[src/rtl/idu_inst_queue_pkg.sv]
// Shared definitions for the decode instruction queue: default data widths
// and the lane-mask helpers used for push/pop accounting.
package idu_inst_queue_pkg;

    localparam int INST_W_DEF = 32;
    localparam int PC_W_DEF   = 32;

    // Lane masks are at most four bits wide; narrower masks are zero-extended.
    function automatic logic [2:0] popcount4(input logic [3:0] v);
        popcount4 = 3'(v[0]) + 3'(v[1]) + 3'(v[2]) + 3'(v[3]);
    endfunction

    function automatic logic is_therm4(input logic [3:0] v);
        is_therm4 = ((v & (v + 4'd1)) == 4'd0);
    endfunction

    function automatic logic [2:0] prefix_len4(input logic [3:0] v);
        logic run;
        run = 1'b1;
        prefix_len4 = 3'd0;
        for (int i = 0; i < 4; i++) begin
            run = run & v[i];
            if (run) prefix_len4 = prefix_len4 + 3'd1;
        end
    endfunction

endpackage

[src/rtl/idu_inst_queue_ram.sv]
// Entry storage for the instruction queue: multi-port synchronous write,
// asynchronous read, contents deliberately not reset.
module idu_iq_ram #(
    parameter int DEPTH   = 8,
    parameter int FETCH_W = 2,
    parameter int DISP_W  = 2,
    parameter int DW      = 65
) (
    input  logic                     clk,
    input  logic [FETCH_W-1:0]       wr_en_i,
    input  logic [$clog2(DEPTH)-1:0] wr_addr_i [FETCH_W],
    input  logic [DW-1:0]            wr_data_i [FETCH_W],
    input  logic [$clog2(DEPTH)-1:0] rd_addr_i [DISP_W],
    output logic [DW-1:0]            rd_data_o [DISP_W]
);

    logic [DW-1:0] mem_q [DEPTH];

    // Write addresses within one beat are always distinct consecutive slots.
    always_ff @(posedge clk) begin
        for (int k = 0; k < FETCH_W; k++) begin
            if (wr_en_i[k]) mem_q[wr_addr_i[k]] <= wr_data_i[k];
        end
    end

    always_comb begin
        for (int j = 0; j < DISP_W; j++) begin
            rd_data_o[j] = mem_q[rd_addr_i[j]];
        end
    end

endmodule

[src/rtl/idu_inst_queue.sv]
// Decode-stage instruction queue: absorbs fetch beats of up to FETCH_W lanes
// and presents the oldest DISP_W entries to dispatch, with optional bypass.
module idu_inst_queue
    import idu_inst_queue_pkg::*;
#(
    parameter int FETCH_W   = 2,
    parameter int DISP_W    = 2,
    parameter int DEPTH     = 8,
    parameter int BYPASS_EN = 0,
    parameter int INST_W    = INST_W_DEF,
    parameter int PC_W      = PC_W_DEF
) (
    input  logic                      clk,
    input  logic                      rst,
    input  logic                      flush,
    input  logic [FETCH_W-1:0]        fetch_vld,
    input  logic [FETCH_W*INST_W-1:0] fetch_inst,
    input  logic [FETCH_W*PC_W-1:0]   fetch_pc,
    input  logic [FETCH_W-1:0]        fetch_unalign,
    output logic                      queue_full,
    output logic [DISP_W-1:0]         out_vld,
    output logic [DISP_W*INST_W-1:0]  out_inst,
    output logic [DISP_W*PC_W-1:0]    out_pc,
    output logic [DISP_W-1:0]         out_unalign,
    input  logic [DISP_W-1:0]         dispatch_vld,
    output logic [$clog2(DEPTH):0]    occupancy,
    output logic                      err_overflow,
    output logic                      err_underflow
);

    localparam int IW = $clog2(DEPTH);
    localparam int PW = IW + 1;
    localparam int DW = INST_W + PC_W + 1;
    localparam logic [PW-1:0] DEPTH_P = PW'(DEPTH);
    localparam logic [PW-1:0] FETCH_P = PW'(FETCH_W);

    logic [PW-1:0] rd_ptr_q, rd_ptr_d;
    logic [PW-1:0] wr_ptr_q, wr_ptr_d;
    logic [PW-1:0] occ_q, occ_d;
    logic          err_ovf_q, err_ovf_d;
    logic          err_unf_q, err_unf_d;

    logic [DW-1:0]      fetch_ent [FETCH_W];
    logic [DW-1:0]      lane_ent  [DISP_W];
    logic [DW-1:0]      rd_data   [DISP_W];
    logic [IW-1:0]      rd_addr   [DISP_W];
    logic [IW-1:0]      wr_addr   [FETCH_W];
    logic [FETCH_W-1:0] wr_en;

    logic [PW-1:0] push_cnt, pop_cnt, stored_pop, byp_pop, push_store;
    logic          disp_bad;

    // Handshake: a lane transfers when out_vld[j] & dispatch_vld[j] over a
    // thermometer prefix from lane 0; fetch lanes are accepted iff !queue_full.
    assign queue_full    = (DEPTH_P - occ_q) < FETCH_P;
    assign occupancy     = occ_q;
    assign err_overflow  = err_ovf_q;
    assign err_underflow = err_unf_q;

    always_comb begin
        for (int k = 0; k < FETCH_W; k++) begin
            fetch_ent[k] = {fetch_unalign[k], fetch_pc[k*PC_W +: PC_W],
                            fetch_inst[k*INST_W +: INST_W]};
        end
    end

    always_comb begin
        for (int j = 0; j < DISP_W; j++) begin
            rd_addr[j] = IW'(rd_ptr_q + PW'(j));
        end
    end

    idu_iq_ram #(
        .DEPTH   (DEPTH),
        .FETCH_W (FETCH_W),
        .DISP_W  (DISP_W),
        .DW      (DW)
    ) u_ram (
        .clk       (clk),
        .wr_en_i   (wr_en),
        .wr_addr_i (wr_addr),
        .wr_data_i (fetch_ent),
        .rd_addr_i (rd_addr),
        .rd_data_o (rd_data)
    );

    // Lanes past the stored entries show the incoming beat when bypass is on.
    always_comb begin
        out_vld     = '0;
        out_inst    = '0;
        out_pc      = '0;
        out_unalign = '0;
        for (int j = 0; j < DISP_W; j++) begin
            lane_ent[j] = '0;
            if (PW'(j) < occ_q) begin
                out_vld[j]  = 1'b1;
                lane_ent[j] = rd_data[j];
            end else if (BYPASS_EN != 0 && !flush) begin
                for (int k = 0; k < FETCH_W; k++) begin
                    if (fetch_vld[k] && (occ_q + PW'(k) == PW'(j))) begin
                        out_vld[j]  = 1'b1;
                        lane_ent[j] = fetch_ent[k];
                    end
                end
            end
            out_inst[j*INST_W +: INST_W] = lane_ent[j][INST_W-1:0];
            out_pc[j*PC_W +: PC_W]       = lane_ent[j][INST_W +: PC_W];
            out_unalign[j]               = lane_ent[j][DW-1];
        end
    end

    always_comb begin
        push_cnt   = PW'(popcount4(4'(fetch_vld)));
        pop_cnt    = PW'(prefix_len4(4'(dispatch_vld & out_vld)));
        disp_bad   = (|(dispatch_vld & ~out_vld)) || !is_therm4(4'(dispatch_vld));
        stored_pop = (pop_cnt < occ_q) ? pop_cnt : occ_q;
        // Pops beyond the stored entries consumed leading fetch lanes directly.
        byp_pop    = pop_cnt - stored_pop;
        push_store = queue_full ? '0 : (push_cnt - byp_pop);
        for (int k = 0; k < FETCH_W; k++) begin
            wr_en[k]   = !flush && !queue_full && fetch_vld[k] && (PW'(k) >= byp_pop);
            wr_addr[k] = IW'(wr_ptr_q + PW'(k) - byp_pop);
        end
        if (flush) begin
            rd_ptr_d  = '0;
            wr_ptr_d  = '0;
            occ_d     = '0;
            err_ovf_d = 1'b0;
            err_unf_d = 1'b0;
        end else begin
            rd_ptr_d  = rd_ptr_q + stored_pop;
            wr_ptr_d  = wr_ptr_q + push_store;
            occ_d     = occ_q + push_store - stored_pop;
            err_ovf_d = queue_full && (push_cnt != '0);
            err_unf_d = disp_bad;
        end
    end

    always_ff @(posedge clk or posedge rst) begin
        if (rst) begin
            rd_ptr_q  <= '0;
            wr_ptr_q  <= '0;
            occ_q     <= '0;
            err_ovf_q <= 1'b0;
            err_unf_q <= 1'b0;
        end else begin
            rd_ptr_q  <= rd_ptr_d;
            wr_ptr_q  <= wr_ptr_d;
            occ_q     <= occ_d;
            err_ovf_q <= err_ovf_d;
            err_unf_q <= err_unf_d;
        end
    end

endmodule

[config.mk]
export PLATFORM = sky130hd
export DESIGN_NAME = idu_inst_queue
export DESIGN_NICKNAME = d
export VERILOG_FILES = /design/src/rtl/idu_inst_queue_pkg.sv /design/src/rtl/idu_inst_queue_ram.sv /design/src/rtl/idu_inst_queue.sv
export SDC_FILE = /design/constraint.sdc
export NUM_CORES = 1
export LEC_CHECK = 0
export CAP_MARGIN = 25
export CORE_UTILIZATION = 55
export DETAILED_ROUTE_END_ITERATION = 8
export GPL_ROUTABILITY_DRIVEN = 0
export GPL_TIMING_DRIVEN = 0
export HOLD_SLACK_MARGIN = 0.15
export PLACE_DENSITY = 0.77
export SLEW_MARGIN = 15
export SYNTH_ARGS = -nofsm -noshare
export SYNTH_HDL_FRONTEND = slang
export SYNTH_SLANG_ARGS = --single-unit
[constraint.sdc]
create_clock -name clk -period 9.15 [get_ports clk]
set_clock_uncertainty 0.1 [all_clocks]
set_input_delay 1.3725 -clock clk [delete_from_list [all_inputs] [get_ports clk]]
set_output_delay 1.3725 -clock clk [all_outputs]
set_load 0.02 [all_outputs]
==> impl_metrics.json, run 1 <==
{
  "min_period_ps": 6380,
  "syn_avg_cell_area_sq_um": 16.1,
  "synth_edf_count": 520,
  "synth_cell_types": 46,
  "worst_slack_ps": 2770,
  "cp_data_arrival_time_ps": 4900,
  "fin_crit_sh_pct": 69.7,
  "run_status": "finished clean",
  "yosysMostFrequentCell": "edfxtp_1",
  "fillCellCount": 3837,
  "startpoint_type": "flip-flop",
  "overflow": 0,
  "fin_hold_ws_ps": 543,
  "p_per_area_mw_per_mm2": 298,
  "ir_worst_vdd_v": 0.000189,
  "p_leak_uw": 0.0120,
  "stdcell_area_sq_mm": 0.0377,
  "synth_top_cell_by_area": "edfxtp_1",
  "die-area_sq_mm": 0.0576,
  "p_seq_share_pct": 29.9,
  "gr-usage-met2_pct": 52.6,
  "cts.sinks": 532,
  "cts_max_path_buffers": 3,
  "ys_ff_latch": 532,
  "grt_pass1_vias": 21300,
  "min_from": "wr_ptr_q[2]",
  "ctsResizeCount": 0,
  "nNetsFinal": 2479,
  "netlist_area_sq_mm": 0.0311,
  "max_slew_margin_pct": 23.3,
  "area_growth_syn_to_layout_pct": 21.0,
  "drcViolationCount": 0,
  "use_met3_pct": 6.51,
  "cts-buffers-inserted": 56,
  "start_util_pct": 56.1,
  "hold_class": "reg2reg",
  "cp_max_fo": 10,
  "place_area_sq_mm": 0.0358,
  "synthTopCellsByArea": "edfxtp_1 (50%), mux4_2 (19%), mux2_2 (17%), mux2i_1 (2.1%), nand2_1 (1.6%)",
  "synth_commonest_cells": "edfxtp_1 (520), mux2_2 (481), mux4_2 (260), nand2_1 (136), nor2_1 (84)",
  "comb_power_share_pct": 50.9,
  "drive_above_1_share_pct": 39.9,
  "synthArstFlopShare_pct": 2.26,
  "clk_latency_ps": 620,
  "yosysWarnings": 0,
  "post_drt_wl_per_cell_microns": 29.8,
  "cts_setup_buffers": 0,
  "port-buffer-count": 275,
  "die_x_microns": 240,
  "ctsHoldBuffers": 0,
  "drv_cap": 0,
  "multi_input_comb_area_sq_mm": 0.0145,
  "slew_viol_final": 0,
  "min_path_cells": 3,
  "grt_pass1_wl_microns": 135000,
  "reg2regPathDepth": 22,
  "intPower_uw": 6970,
  "ys_seq_area_share_pct": 51.1,
  "yosysTopAreaCellShare_pct": 50.1,
  "clock_power_share_pct": 19.2,
  "die_h_microns": 240,
  "synth_flop_cell": "edfxtp_1",
  "grt_usage_pct": 32.3,
  "place_hpwl_microns": 62800,
  "worst-setup-path-type": "reg2out",
  "r2r_setup_slack_ps": 3100,
  "hold_viol": 0,
  "pre_cts_slack_ps": 2350,
  "antenna_found_initial": 18,
  "dr.pass1.iters": 5,
  "dr_total_vias": 20700,
  "final-setup-viol-count": 0,
  "wl_microns": 92900,
  "p_total_uw": 11200,
  "ios": 276,
  "root_buffer": "clkbuf_16",
  "core_region_area_sq_mm": 0.0555,
  "holdPathEnd": "wr_ptr_q[2]",
  "grt_max_degree": 20,
  "swShare_pct": 38.0,
  "ff_latch_area_sq_mm": 0.0159,
  "synthesis.nets": 2096,
  "htree_levels": 2,
  "cp.required_ps": 7680,
  "num_rows": 86,
  "p_switching_uw": 4260,
  "met1_usage_pct": 42.6,
  "top_usage_layer": "met2",
  "grt_setup_unrepaired": "false",
  "final_util_pct": 67.9,
  "ant_nets": 0,
  "vias_per_cell": 6.65,
  "worstSetupEndpointType": "output pin",
  "r2r-start": "occupancy[1]",
  "max_freq_mhz": 157,
  "cts_tree": "yes",
  "path_clk_slew_ps": 60,
  "r2r_end": "u_ram.mem_q[4][46]",
  "worst_pin_slew_ps": 1150,
  "syn_inst": 1933,
  "first_iter_violations": 2212
}
-- state kept, by name (all words and copies together) (netlist names) --
name / count
u_ram.mem_q: 520
occupancy: 4
rd_ptr_q: 3
wr_ptr_q: 3
err_overflow: 1
err_underflow: 1
-- cell usage in the layout, fill, tap and decap left out, types with 22 or more instances in the layout --
| cell type | instances |
|---|---|
| a21oi_1 | 68 |
| buf_1 | 30 |
| buf_16 | 24 |
| buf_2 | 31 |
| buf_4 | 33 |
| clkbuf_1 | 75 |
| clkbuf_16 | 57 |
| clkdlybuf4s50_1 | 275 |
| edfxtp_1 | 520 |
| inv_1 | 22 |
| mux2_1 | 39 |
| mux2_2 | 481 |
| mux2i_1 | 65 |
| mux4_2 | 260 |
| nand2_1 | 136 |
| nor2_1 | 84 |
-- layout make-up --
class	instances	area share, %
timing repair buffer	325	10.1
clock buffer	75	3.96
multi-input combinational	1223	38.4
antenna	10	0.0664
tap	748	2.48
inverter	23	0.229
sequential	532	42.2
clock inverter	28	0.465
buffer	155	2.06
-- worst max-delay path by stage --
stage	start	end	slack, ps	cells past startpoint
after global routing	rd_ptr_q[0]	out_pc[12]	2660	8
after floorplan	dispatch_vld[1]	u_ram.mem_q[5][0]	660	9
after detailed placement	dispatch_vld[1]	u_ram.mem_q[4][26]	2350	18
after CTS	rd_ptr_q[0]	out_pc[12]	2870	8
after global placement	dispatch_vld[1]	u_ram.mem_q[5][42]	-5300	10
final	rd_ptr_q[0]	out_inst[1]	2770	8
-- kinds of logic (layout without fill, tap and decap cells) --
kind of cell | count (synthesis) | after routing | share of synthesized area, %
muxes | 845 | 845 | 39.7
AOI/OAI and AO/OA | 84 | 84 | 1.44
xor gates and xnor gates | 13 | 13 | 0.366
DFF | 532 | 532 | 51.1
buffers and inverters | 178 | 606 | 2.76
other | 0 | 10 | 0
and+or+nand+nor | 255 | 255 | 3.44
adders and majority gates | 26 | 26 | 1.21
-- power groups by stage --
stage / clock network (uW) / registers, uW / logic [uW]
4_1_cts: 2160 / 3350 / 5660
6_report: 2160 / 3360 / 5720
3_3_place_gp: 0 / 3510 / 5230
3_5_place_dp: 0 / 3400 / 5630
2_1_floorplan: 0 / 3410 / 3290
5_1_grt: 2250 / 3390 / 6000
-- per-layer routing --
layer / vias up / share of wire [%] / routed length [microns]
met3: 223 / 9.6 / 8900
met5: - / 0.10 / 96
met2: 1259 / 49 / 45300
li1: 8573 / - / -
met4: 14 / 3.7 / 3390
met1: 10700 / 38 / 35200
-- critical path, stage by stage (launching register included) --
cell,delay [ps]
dfrtp_1,420
clkbuf_1,560
buf_2,440
clkbuf_1,650
clkbuf_1,720
mux4_2,370
mux2i_1,80
nor2_1,330
clkdlybuf4s50_1,680
-- through the flow --
stage,instances,TNS [ps]
after floorplan,1933,0
after global placement,2956,-1391120
after detailed placement,2995,0
after CTS,3098,0
after global routing,3118,0
final,3119,0
Note: power is estimated with default switching activity, not from simulation.
==> run 2: changes to the inputs <==
clock period = 6.4 ns   (was 9.15 ns; I/O delays follow)
==> run 2 against run 1 <==
  * Core utilization increased by 0.13 points
  * Non-clock buffer count unchanged
  * Wire length increased by 0.59%
  * Clock-buffer cell count unchanged
  * Critical path depth unchanged
  * Flip-flop and latch count unchanged
==> impl_metrics.json, run 2 (synthesis results as in run 1) <==
{
  "hold_viol": 0,
  "cp_common_cell": "clkbuf_1",
  "crit_slowest_cell": "clkbuf_1",
  "num_rows": 86,
  "ctsHoldBuffers": 0,
  "start_util_pct": 56.1,
  "ctsResizeCount": 0,
  "port-buffer-count": 275,
  "path_cells": "clkbuf_1, buf_2, clkbuf_1, clkbuf_1, mux4_2, mux2i_1, nor2_1, clkdlybuf4s50_1",
  "dr.pass1.iters": 5,
  "cp_max_fo": 10,
  "fillCellCount": 3852,
  "worst_path_largest_cell_delay_ps": 740,
  "die_h_microns": 240,
  "grt_setup_unrepaired": "false",
  "clk_latency_ps": 630,
  "slew_viol_final": 0,
  "core_region_area_sq_mm": 0.0555,
  "max_slew_margin_pct": 27.1,
  "nNetsFinal": 2480,
  "vias_per_cell": 6.64,
  "root_buffer": "clkbuf_16",
  "cts_max_path_buffers": 3,
  "worst_pin_slew_ps": 1090,
  "grt_max_degree": 19,
  "stdcell_area_sq_mm": 0.0378,
  "grt_usage_pct": 32.7,
  "cp_data_arrival_time_ps": 4860,
  "drv_cap": 0,
  "cp.required_ps": 5340,
  "htree_levels": 2,
  "dr_total_vias": 20700,
  "path_buf_inv": 5,
  "place_area_sq_mm": 0.0359,
  "cts.sinks": 532,
  "p_per_area_mw_per_mm2": 428,
  "final-setup-viol-count": 0,
  "final_common_cell": "edfxtp_1",
  "grt_pass1_vias": 21400,
  "wl_microns": 93400,
  "antenna_found_initial": 15,
  "startpoint_type": "flip-flop",
  "grt_pass1_wl_microns": 136000,
  "cts_setup_buffers": 0,
  "finalSetupTns_ps": 0,
  "p_leak_uw": 0.0121,
  "largest_reg_flops": 520,
  "die_x_microns": 240,
  "worstSetupEndpointType": "output pin",
  "crit_family": "buffers and inverters",
  "hold_class": "reg2reg",
  "place_hpwl_microns": 62100,
  "drcViolationCount": 0,
  "mostFrequentLayoutCells": "edfxtp_1 (520), mux2_2 (481), clkdlybuf4s50_1 (275)",
  "min_period_ps": 5920,
  "post_drt_wl_per_cell_microns": 30.0,
  "run_status": "finished clean",
  "cts_tree": "yes",
  "ios": 276,
  "overflow": 0,
  "max_freq_mhz": 169,
  "die-area_sq_mm": 0.0576,
  "fin_crit_sh_pct": 92.4,
  "path_clk_slew_ps": 60,
  "ant_nets": 0,
  "area_growth_syn_to_layout_pct": 21.2,
  "drive_above_1_share_pct": 40.2,
  "cts-buffers-inserted": 57,
  "ir_worst_vdd_v": 0.000305,
  "first_iter_violations": 2281,
  "worst-setup-path-type": "reg2out"
}
[run 2: changes by cell type in the layout (fill, tap and decap cells not counted), sizes merged]
cell / delta
clkinvlp: +1
bufinv: +1
clkinv: -1
diode: -1
inv: -1
[run 2: worst paths after layout]
| path | cells past startpoint | slack [ps] | startpoint | endpoint |
|---|---|---|---|---|
| setup / recovery | 8 | 480 | rd_ptr_q[0] | out_unalign[0] |
| hold / removal | 3 | 570 | wr_ptr_q[2] | wr_ptr_q[2] |
| setup reg to reg | 21 | 500 | occupancy[1] | u_ram.mem_q[4][23] |
| hold reg to reg | 3 | 570 | wr_ptr_q[2] | wr_ptr_q[2] |
| max in group asynchronous | 2 | 5230 | rst | wr_ptr_q[0] |
| min in group asynchronous | 2 | 580 | rst | err_underflow |
[run 2: area by class of cell]
cell class	instances	area, sq um	area share [%]
flip-flops and latches	532	15900	42.2
multi-input cells	1223	14500	38.3
repair buffers	325	3790	10.0
clock buffers	75	1540	4.07
well taps	748	936	2.48
plain buffers	155	774	2.05
clock inverters	28	209	0.554
inverters	23	86.3	0.229
diodes	9	22.5	0.0597
[run 2: through the flow]
step                hold slack [ps]  power (uW)  instances  utilization [%]  setup slack, ps
floorplan                       491        9570       1933                -             -722
global placement                511       12400       2956             62.8            -4910
detailed placement              565       12900       2996             64.6              101
CTS                             578       16100       3099             67.7              535
global route                    630       16700       3111             68.0             93.1
finish                          574       16100       3118             68.0              484
[run 2: worst reg2reg max path, stage by stage, from the launching register on]
cell	delay [ps]
dfrtp_1	480
inv_1	70
ha_1	230
and2_1	150
clkbuf_1	220
inv_1	170
nand3_1	100
ha_1	230
fa_1	630
inv_1	110
ha_1	290
inv_1	40
ha_1	180
xnor2_1	140
xnor2_1	290
nand2_2	220
nor4_2	300
buf_2	430
buf_4	310
o21bai_4	420
buf_16	260
buf_12	220
[run 2: where the power goes]
group          switching [uW]  internal [uW]  total, uW
logic                    4460           3700       8160
registers                 241           4560       4810
clock network            1380           1800       3180
[run 2: layer usage]
layer | GRT usage (%) | wire length [microns] | share of wire (%) | vias to the layer above
met5 | 0 | 90 | 0.096 | -
met4 | 13.0 | 3110 | 3.3 | 16
met3 | 6.85 | 9440 | 10 | 234
met2 | 53.4 | 46100 | 49 | 1246
met1 | 43.0 | 34700 | 37 | 10600
li1 | - | - | - | 8576
